==> config.mk <==
export PLATFORM = sky130hd
export DESIGN_NAME = gsplat_tile_writer
export DESIGN_NICKNAME = d
export VERILOG_FILES = /design/src/rtl/gsplat_tile_writer.sv
export SDC_FILE = /design/constraint.sdc
export NUM_CORES = 1
export LEC_CHECK = 0
export BUFFER_PORTS_ARGS = -buffer_cell sky130_fd_sc_hd__buf_2
export CAP_MARGIN = 20
export CORE_UTILIZATION = 30
export DETAILED_ROUTE_END_ITERATION = 12
export PLACE_DENSITY = 0.52
export SLEW_MARGIN = 10
export SYNTH_ARGS = -nofsm -noshare
export SYNTH_HDL_FRONTEND = slang
export SYNTH_SLANG_ARGS = --single-unit
==> constraint.sdc <==
create_clock -name clk -period 3.43 [get_ports clk]
set_clock_uncertainty 0.2 [all_clocks]
set_input_delay 0.686 -clock clk [delete_from_list [all_inputs] [get_ports clk]]
set_output_delay 0.686 -clock clk [all_outputs]
set_load 0.01 [all_outputs]
==> src/rtl/gsplat_tile_writer.sv <==
// gsplat_tile_writer: copies one 16x16 tile from the tile colour buffer to the DDR3 framebuffer,
// one 8-beat 64-bit Avalon burst per tile row.
module gsplat_tile_writer #(
    parameter logic [28:0] FB_BASE_WORD = 29'h0600_0000,
    parameter int          STRIDE_WORDS = 320,
    parameter int          TILES_X      = 40,
    parameter int          TILES_Y      = 30
) (
    input  logic        clk,
    input  logic        reset_n,
    input  logic        start,
    input  logic [5:0]  tile_x,
    input  logic [4:0]  tile_y,
    output logic        busy,
    output logic        done,
    output logic        err,
    output logic [7:0]  tb_addr,
    input  logic [31:0] tb_data,
    input  logic        ddram_busy,
    output logic [7:0]  ddram_burstcnt,
    output logic [28:0] ddram_addr,
    output logic [63:0] ddram_din,
    output logic [7:0]  ddram_be,
    output logic        ddram_we
);
    typedef enum logic [1:0] {IDLE, FETCH, BURST, FIN} state_t;

    state_t      state;
    logic [4:0]  f;
    logic [3:0]  row;
    logic [2:0]  k;
    logic [5:0]  tx;
    logic [4:0]  ty;
    logic [63:0] rbuf [8];
    logic [3:0]  cap;
    logic [8:0]  line;
    logic [17:0] prod;
    logic [28:0] burst_addr;
    logic        in_range;

    assign ddram_burstcnt = 8'd8;
    assign ddram_be       = 8'hFF;
    assign in_range       = (7'(tile_x) < 7'(TILES_X)) && (6'(tile_y) < 6'(TILES_Y));
    // tile buffer data lags the address by one cycle, so column f-1 arrives while f is issued
    assign cap            = f[3:0] - 4'd1;
    assign line           = {ty, row};
    assign prod           = 18'(line) * 18'(STRIDE_WORDS);
    assign burst_addr     = FB_BASE_WORD + {11'd0, prod} + {20'd0, tx, 3'd0};

    always_ff @(posedge clk) begin
        if (state == FETCH && f != 5'd0) begin
            if (cap[0]) rbuf[cap[3:1]][63:32] <= tb_data;
            else        rbuf[cap[3:1]][31:0]  <= tb_data;
        end
    end

    always_ff @(posedge clk or negedge reset_n) begin
        if (!reset_n) begin
            state      <= IDLE;
            f          <= 5'd0;
            row        <= 4'd0;
            k          <= 3'd0;
            tx         <= 6'd0;
            ty         <= 5'd0;
            busy       <= 1'b0;
            done       <= 1'b0;
            err        <= 1'b0;
            tb_addr    <= 8'd0;
            ddram_addr <= 29'd0;
            ddram_din  <= 64'd0;
            ddram_we   <= 1'b0;
        end else begin
            case (state)
                IDLE: begin
                    if (start && in_range) begin
                        tx      <= tile_x;
                        ty      <= tile_y;
                        row     <= 4'd0;
                        f       <= 5'd0;
                        tb_addr <= 8'd0;
                        busy    <= 1'b1;
                        state   <= FETCH;
                    end else if (start) begin
                        err   <= 1'b1;
                        busy  <= 1'b1;
                        state <= FIN;
                    end
                end
                FETCH: begin
                    f       <= f + 5'd1;
                    tb_addr <= {row, f[3:0] + 4'd1};
                    if (f == 5'd16) begin
                        k          <= 3'd0;
                        ddram_we   <= 1'b1;
                        ddram_din  <= rbuf[0];
                        ddram_addr <= burst_addr;
                        state      <= BURST;
                    end
                end
                BURST: begin
                    if (!ddram_busy) begin
                        k         <= k + 3'd1;
                        ddram_din <= rbuf[k + 3'd1];
                        if (k == 3'd7) begin
                            ddram_we <= 1'b0;
                            if (row == 4'd15) begin
                                done  <= 1'b1;
                                state <= FIN;
                            end else begin
                                row     <= row + 4'd1;
                                f       <= 5'd0;
                                tb_addr <= {row + 4'd1, 4'd0};
                                state   <= FETCH;
                            end
                        end
                    end
                end
                FIN: begin
                    done  <= 1'b0;
                    err   <= 1'b0;
                    busy  <= 1'b0;
                    state <= IDLE;
                end
                default: state <= IDLE;
            endcase
        end
    end
endmodule
==> impl_metrics.env, run 1 <==
export IMPL_vias_per_cell=4.63
export IMPL_cp_max_fo=7
export IMPL_clock_sinks=628
export IMPL_fin_setup_tns_ps=0
export IMPL_yosys_most_used_dff="edfxtp_1"
export IMPL_final_net_count=1715
export IMPL_grt_max_degree=88
export IMPL_grt_pass1_vias=13700
export IMPL_synth_edff_count=512
export IMPL_timing_hold_violations_final=0
export IMPL_cp_arrival_ps=3380
export IMPL_ys_warnings_count=0
export IMPL_dr_wl_met3_mm=2.42
export IMPL_avgSynthCellArea_um2=17.4
export IMPL_place_ws_ps=229
export IMPL_wl_met1_mm=25.1
export IMPL_ys_seq_area_frac=0.720
export IMPL_clockBufferDepth=3
export IMPL_worst_slew_pin_slew_ps=837
export IMPL_maxCapViolCount=0
export IMPL_min_period_ps=3110
export IMPL_fmax_ghz=0.321
export IMPL_wl_met2_mm=27.2
export IMPL_worst_path_max_delay_cell="dfrtp_1"
export IMPL_powerDensity_nw_per_um2=790
export IMPL_fin_ws_ps=318
export IMPL_overflow=0
export IMPL_ys_ff_latch=628
export IMPL_io_buffers=140
export IMPL_yosysTopAreaCell="edfxtp_1"
export IMPL_start_kind="flop"
export IMPL_design_area_um2=30200
export IMPL_status="finished clean"
export IMPL_cts_buffers=71
export IMPL_totalWireLength_mm=55.9
export IMPL_worstSetupPathType="flop to flop"
export IMPL_worst_skew_pair_late_latency_ps=610
export IMPL_cts_htree_levels=3
export IMPL_end_kind="flop"
export IMPL_grt_pass1_wl_mm=85.4
export IMPL_syn_inst=1461
export IMPL_clockRootBuffer="clkbuf_16"
export IMPL_postCtsSetupRepairBufs=0
export IMPL_path_buf_inv=0
export IMPL_gp_congestion=0.774
export IMPL_leakagePower_nw=10.2
export IMPL_synthTopCellsByArea="edfxtp_1 (61%), dfrtp_1 (11%), mux4_2 (11%)"
export IMPL_grt_use_total=0.132
export IMPL_std_cell_rows=106
export IMPL_hold_path_class="primary input to flop"
export IMPL_dpl_cell_area_um2=27700
export IMPL_fillers=7862
export IMPL_maxSlewHeadroom=0.440
export IMPL_drive_gt1_frac=0.279
export IMPL_ir_worst_vdd_mv=0.374
export IMPL_synthesis_area_um2=25400
export IMPL_slew_violations=0
export IMPL_antenna_found_initial=4
export IMPL_design_portCount=168
export IMPL_drc=0
export IMPL_die_h_um=293
export IMPL_ys_types=53
export IMPL_post_route_util=0.360
export IMPL_setup_violations=0
export IMPL_cts_tree="done"
export IMPL_wire_per_inst_um=19.8
export IMPL_worst_hold_slack_ps=121
export IMPL_critPathRequiredTime_ps=3700
export IMPL_ant_nets=0
export IMPL_drtIter0Drc=908
export IMPL_top_layer="met5"
export IMPL_vias=13100
export IMPL_ff2ff_setup_slack_ps=320
export IMPL_die_w_um=293
export IMPL_async_reset_ff_frac=0.185
export IMPL_core_area_um2=83700
export IMPL_syn_to_final_growth_pct=18.9
export IMPL_cp_top_family="adder cells"
export IMPL_die_area_um2=85700
export IMPL_worstPathCellList="ha_1, ha_1, fa_2, a211oi_4, o21ai_1, a2111oi_2, nor4b_2, xnor2_1, o21ai_1"
export IMPL_crit_path_max_incr_delay_ps=460
export IMPL_period_share=0.907
export IMPL_path_clk_slew_ps=60
export IMPL_synth_top_area_frac=0.606
export IMPL_rsz0062_at_grt="false"
export IMPL_start_util=0.303
export IMPL_dp_hpwl_mm=34.4
export IMPL_firstDrtPassIters=5
## final cells by class
type	instances	area, µm²	area share
Antenna cell	1	2.50	0.0000829
Clock buffer	93	1980	0.0657
Clock inverter	37	417	0.0138
Inverter	11	41.3	0.00137
Multi-Input combinational cell	742	6770	0.225
Sequential cell	628	18300	0.606
Tap cell	1134	1420	0.0470
Timing Repair Buffer	184	1250	0.0415
## flip-flops by register name, summed over array words and instances, names as in the netlist
signal / count
rbuf: 512
ddram_din: 64
ddram_addr: 17
tb_addr: 8
tx: 6
ty: 5
row: 4
f: 3
k: 3
state: 2
busy: 1
ddram_we: 1
done: 1
err: 1
## through the flow
stage,std cells,power (W)
6_report,2830,0.0238
5_1_grt,2830,0.0252
4_1_cts,2829,0.0243
3_5_place_dp,2698,0.0165
3_3_place_gp,2698,0.0164
2_1_floorplan,1486,0.0142
## Yosys cell counts (4+ instances only)
master / count
nor2_1: 31
nand2_1: 176
mux4_2: 128
edfxtp_1: 512
dfrtp_1: 116
or2_2: 4
buf_1: 16
nor2b_1: 5
buf_2: 26
nand3_1: 9
xor2_1: 7
a21oi_1: 12
xnor2_1: 8
nand2b_1: 9
o21ai_1: 43
mux2_2: 16
buf_4: 31
ha_1: 28
a22o_1: 4
clkbuf_1: 32
mux2i_1: 65
o21ai_0: 124
inv_1: 11
## path summary, 6_finish.rpt
check	start	endpoint	depth (start not counted)
worst max-delay path	row[3]$_DFFE_PN0P_	ddram_addr[16]$_DFFE_PN0P_	9
worst min-delay path	tile_x[0]	tx[0]$_DFFE_PN0P_	2
worst max register to register	row[3]$_DFFE_PN0P_	ddram_addr[16]$_DFFE_PN0P_	9
worst min register to register	ddram_din[57]$_DFFE_PN0P_	ddram_din[57]$_DFFE_PN0P_	2
max in group asynchronous	reset_n	ddram_din[20]$_DFFE_PN0P_	3
min in group asynchronous	reset_n	tb_addr[5]$_DFFE_PN0P_	2
## kinds of logic (layout without fill, tap and decap cells)
| family | count (synthesis) | after routing | synth area share |
|---|---|---|---|
| adders and majority gates | 30 | 30 | 0.0154 |
| xor gates and xnor gates | 15 | 15 | 0.00518 |
| muxes | 209 | 209 | 0.146 |
| AOI/OAI and AO/OA | 206 | 206 | 0.0457 |
| buffers and inverters | 116 | 325 | 0.0230 |
| DFF | 628 | 628 | 0.720 |
| and+or+nand+nor | 255 | 255 | 0.0437 |
| other | 2 | 28 | 0.000296 |
## cells in the final DEF, fill, tap and decap left out, types with 26 or more instances in the layout
master     netlist  final
nand2_1        176    176
buf_2           26    139
o21ai_1         43     43
mux2i_1         65     65
buf_4           31     26
o21ai_0        124    124
clkbuf_16        0     72
edfxtp_1       512    512
dfrtp_1        116    115
conb_1           2     27
mux4_2         128    128
## power breakdown
group	total, W	internal, W	switching (W)
sequential	0.00929	0.00895	0.000348
combinational	0.00689	0.00290	0.00399
clock	0.00765	0.00451	0.00314
## repair_timing
item                                    in CTS  in global routing
endpoints found under the setup margin       0                  1
hold endpoints to repair                    54                  0
hold buffers                                 1                  0
gates resized for setup                      0                  2
## routing by layer
metal  vias to the layer above  track usage
met5                         -            0
met4                         6       0.0373
met3                        85       0.0279
li1                       5980            -
met2                       281        0.220
met1                      6754        0.175
Power figures use the tool's default switching activity.
==> run 2, diff against run 1 <==
--- a/config.mk
+++ b/config.mk
@@ -9,6 +9,7 @@
 export CAP_MARGIN = 20
 export CORE_UTILIZATION = 30
 export DETAILED_ROUTE_END_ITERATION = 12
+export MAX_ROUTING_LAYER = met4
 export PLACE_DENSITY = 0.52
 export SLEW_MARGIN = 10
 export SYNTH_ARGS = -nofsm -noshare
==> run 2 against run 1 <==
  * Sequential share of layout area about the same
  * Count of clock-buffer cells in the layout unchanged
  * Critical path depth unchanged
==> impl_metrics.env, run 2 (same netlist as run 1, synthesis figures left out) <==
export IMPL_cp_startpoint="row[3]$_DFFE_PN0P_"
export IMPL_worst_skew_pair_late_latency_ps=610
export IMPL_postCtsSetupRepairBufs=0
export IMPL_fin_ws_ps=317
export IMPL_finalNonFillerCells=2833
export IMPL_timing_hold_violations_final=0
export IMPL_hold_start="tile_x[0]"
export IMPL_power_total_w=0.0238
export IMPL_gp_congestion=0.785
export IMPL_firstDrtPassIters=5
export IMPL_cp_endpoint="ddram_addr[16]$_DFFE_PN0P_"
export IMPL_fin_setup_tns_ps=0
export IMPL_grt_pass1_vias=13700
export IMPL_leakagePower_nw=10.2
export IMPL_cp_arrival_ps=3380
export IMPL_period_share=0.908
export IMPL_min_period_ps=3110
export IMPL_grt_use_total=0.137
export IMPL_fillers=7862
export IMPL_worstReg2RegStart="row[3]$_DFFE_PN0P_"
export IMPL_place_ws_ps=229
export IMPL_std_cell_rows=106
export IMPL_ff2ff_setup_slack_ps=320
export IMPL_vias_per_cell=4.64
export IMPL_grt_max_degree=88
export IMPL_cp_max_fo=7
export IMPL_clockRootBuffer="clkbuf_16"
export IMPL_worst_slew_pin_slew_ps=839
export IMPL_antenna_found_initial=4
export IMPL_grt_pass1_wl_mm=85.5
export IMPL_final_net_count=1715
export IMPL_maxSlewHeadroom=0.438
export IMPL_final_cell_mix="edfxtp_1 (512), nand2_1 (176), buf_2 (139), mux4_2 (128), o21ai_0 (124)"
export IMPL_dp_cells=2698
export IMPL_end_kind="flop"
export IMPL_maxCapViolCount=0
export IMPL_clockBufferDepth=3
export IMPL_worstSetupPathType="flop to flop"
export IMPL_setup_violations=0
export IMPL_start_kind="flop"
export IMPL_drtIter0Drc=940
export IMPL_drc=0
export IMPL_overflow=0
export IMPL_totalWireLength_mm=56.0
export IMPL_die_w_um=293
export IMPL_start_util=0.303
export IMPL_drive_gt1_frac=0.279
export IMPL_die_h_um=293
export IMPL_rsz0062_at_grt="false"
export IMPL_worst_r2r_cell_count=9
export IMPL_ant_nets=0
export IMPL_hold_path_class="primary input to flop"
export IMPL_wire_per_inst_um=19.8
export IMPL_cts_buffers=71
export IMPL_largest_reg_flops=512
export IMPL_path_clk_slew_ps=60
export IMPL_core_area_um2=83700
export IMPL_syn_to_final_growth_pct=18.9
export IMPL_die_area_um2=85700
export IMPL_cts_tree="done"
export IMPL_worst_hold_slack_ps=120
export IMPL_io_buffers=140
export IMPL_slew_violations=0
export IMPL_vias=13100
export IMPL_status="finished clean"
export IMPL_cts_htree_levels=3
export IMPL_mostFrequentLayoutCell="edfxtp_1"
export IMPL_ir_worst_vdd_mv=0.372
export IMPL_powerDensity_nw_per_um2=790
export IMPL_critPathRequiredTime_ps=3700
export IMPL_clock_sinks=628
export IMPL_design_portCount=168
export IMPL_dp_hpwl_mm=34.4
export IMPL_rr_endpoint="ddram_addr[16]$_DFFE_PN0P_"
export IMPL_fmax_ghz=0.321
==> run 2: layout make-up <==
type,count,area [µm²],area share
flip-flops and latches,628,18300,0.606
multi-input cells,742,6770,0.224
clock buffers,93,1980,0.0656
well taps,1134,1420,0.0470
repair buffers,184,1250,0.0415
clock inverters,37,417,0.0138
inverters,11,41.3,0.00137
diodes,4,10.0,0.000332
==> run 2: worst max-delay path, cell delays in order (launching register included) <==
cell,delay (ps)
dfrtp_1,460
ha_1,330
ha_1,250
fa_2,410
a211oi_4,310
o21ai_1,160
a2111oi_2,320
nor4b_2,290
xnor2_1,170
o21ai_1,80
==> run 2: how the worst min path moves through the flow <==
stage,slack [ps],cells after the start,endpoint
3_5_place_dp,270,1,ddram_addr[18]$_DFFE_PN0P_
4_1_cts,70,2,tx[0]$_DFFE_PN0P_
6_report,120,2,tx[0]$_DFFE_PN0P_
2_1_floorplan,190,0,busy$_DFFE_PN0P_
5_1_grt,90,2,tx[0]$_DFFE_PN0P_
3_3_place_gp,260,2,ddram_din[62]$_DFFE_PN0P_
==> run 2: routing by layer <==
| metal | GRT usage | vias up | part of all wire |
|---|---|---|---|
| li1 | - | 5983 | - |
| met2 | 0.220 | 286 | 0.49 |
| met3 | 0.0274 | 89 | 0.043 |
| met1 | 0.175 | 6777 | 0.45 |
| met4 | 0.0373 | 0 | 0.020 |
| met5 | - | - | 0 |
==> run 2: what timing repair did <==
| action | in CTS | in global routing |
|---|---|---|
| hold endpoints to repair | 54 | 0 |
| endpoints found under the setup margin | 0 | 1 |
| hold buffers | 1 | 0 |
| gates resized for setup | 0 | 2 |
==> run 2: per-stage QoR <==
step | cell area (µm²) | utilization
2_1_floorplan | 25500 | -
3_3_place_gp | 27700 | 0.332
3_5_place_dp | 27700 | 0.332
4_1_cts | 30200 | 0.360
5_1_grt | 30200 | 0.361
6_report | 30200 | 0.361
==> run 2: where the power goes <==
group / switching, W / internal (W) / leakage [nW]
Clock: 0.00315 / 0.00451 / 1.17
Sequential: 0.000347 / 0.00895 / 6.07
Combinational: 0.00399 / 0.00290 / 2.97
Total: 0.00749 / 0.0163 / 10.2
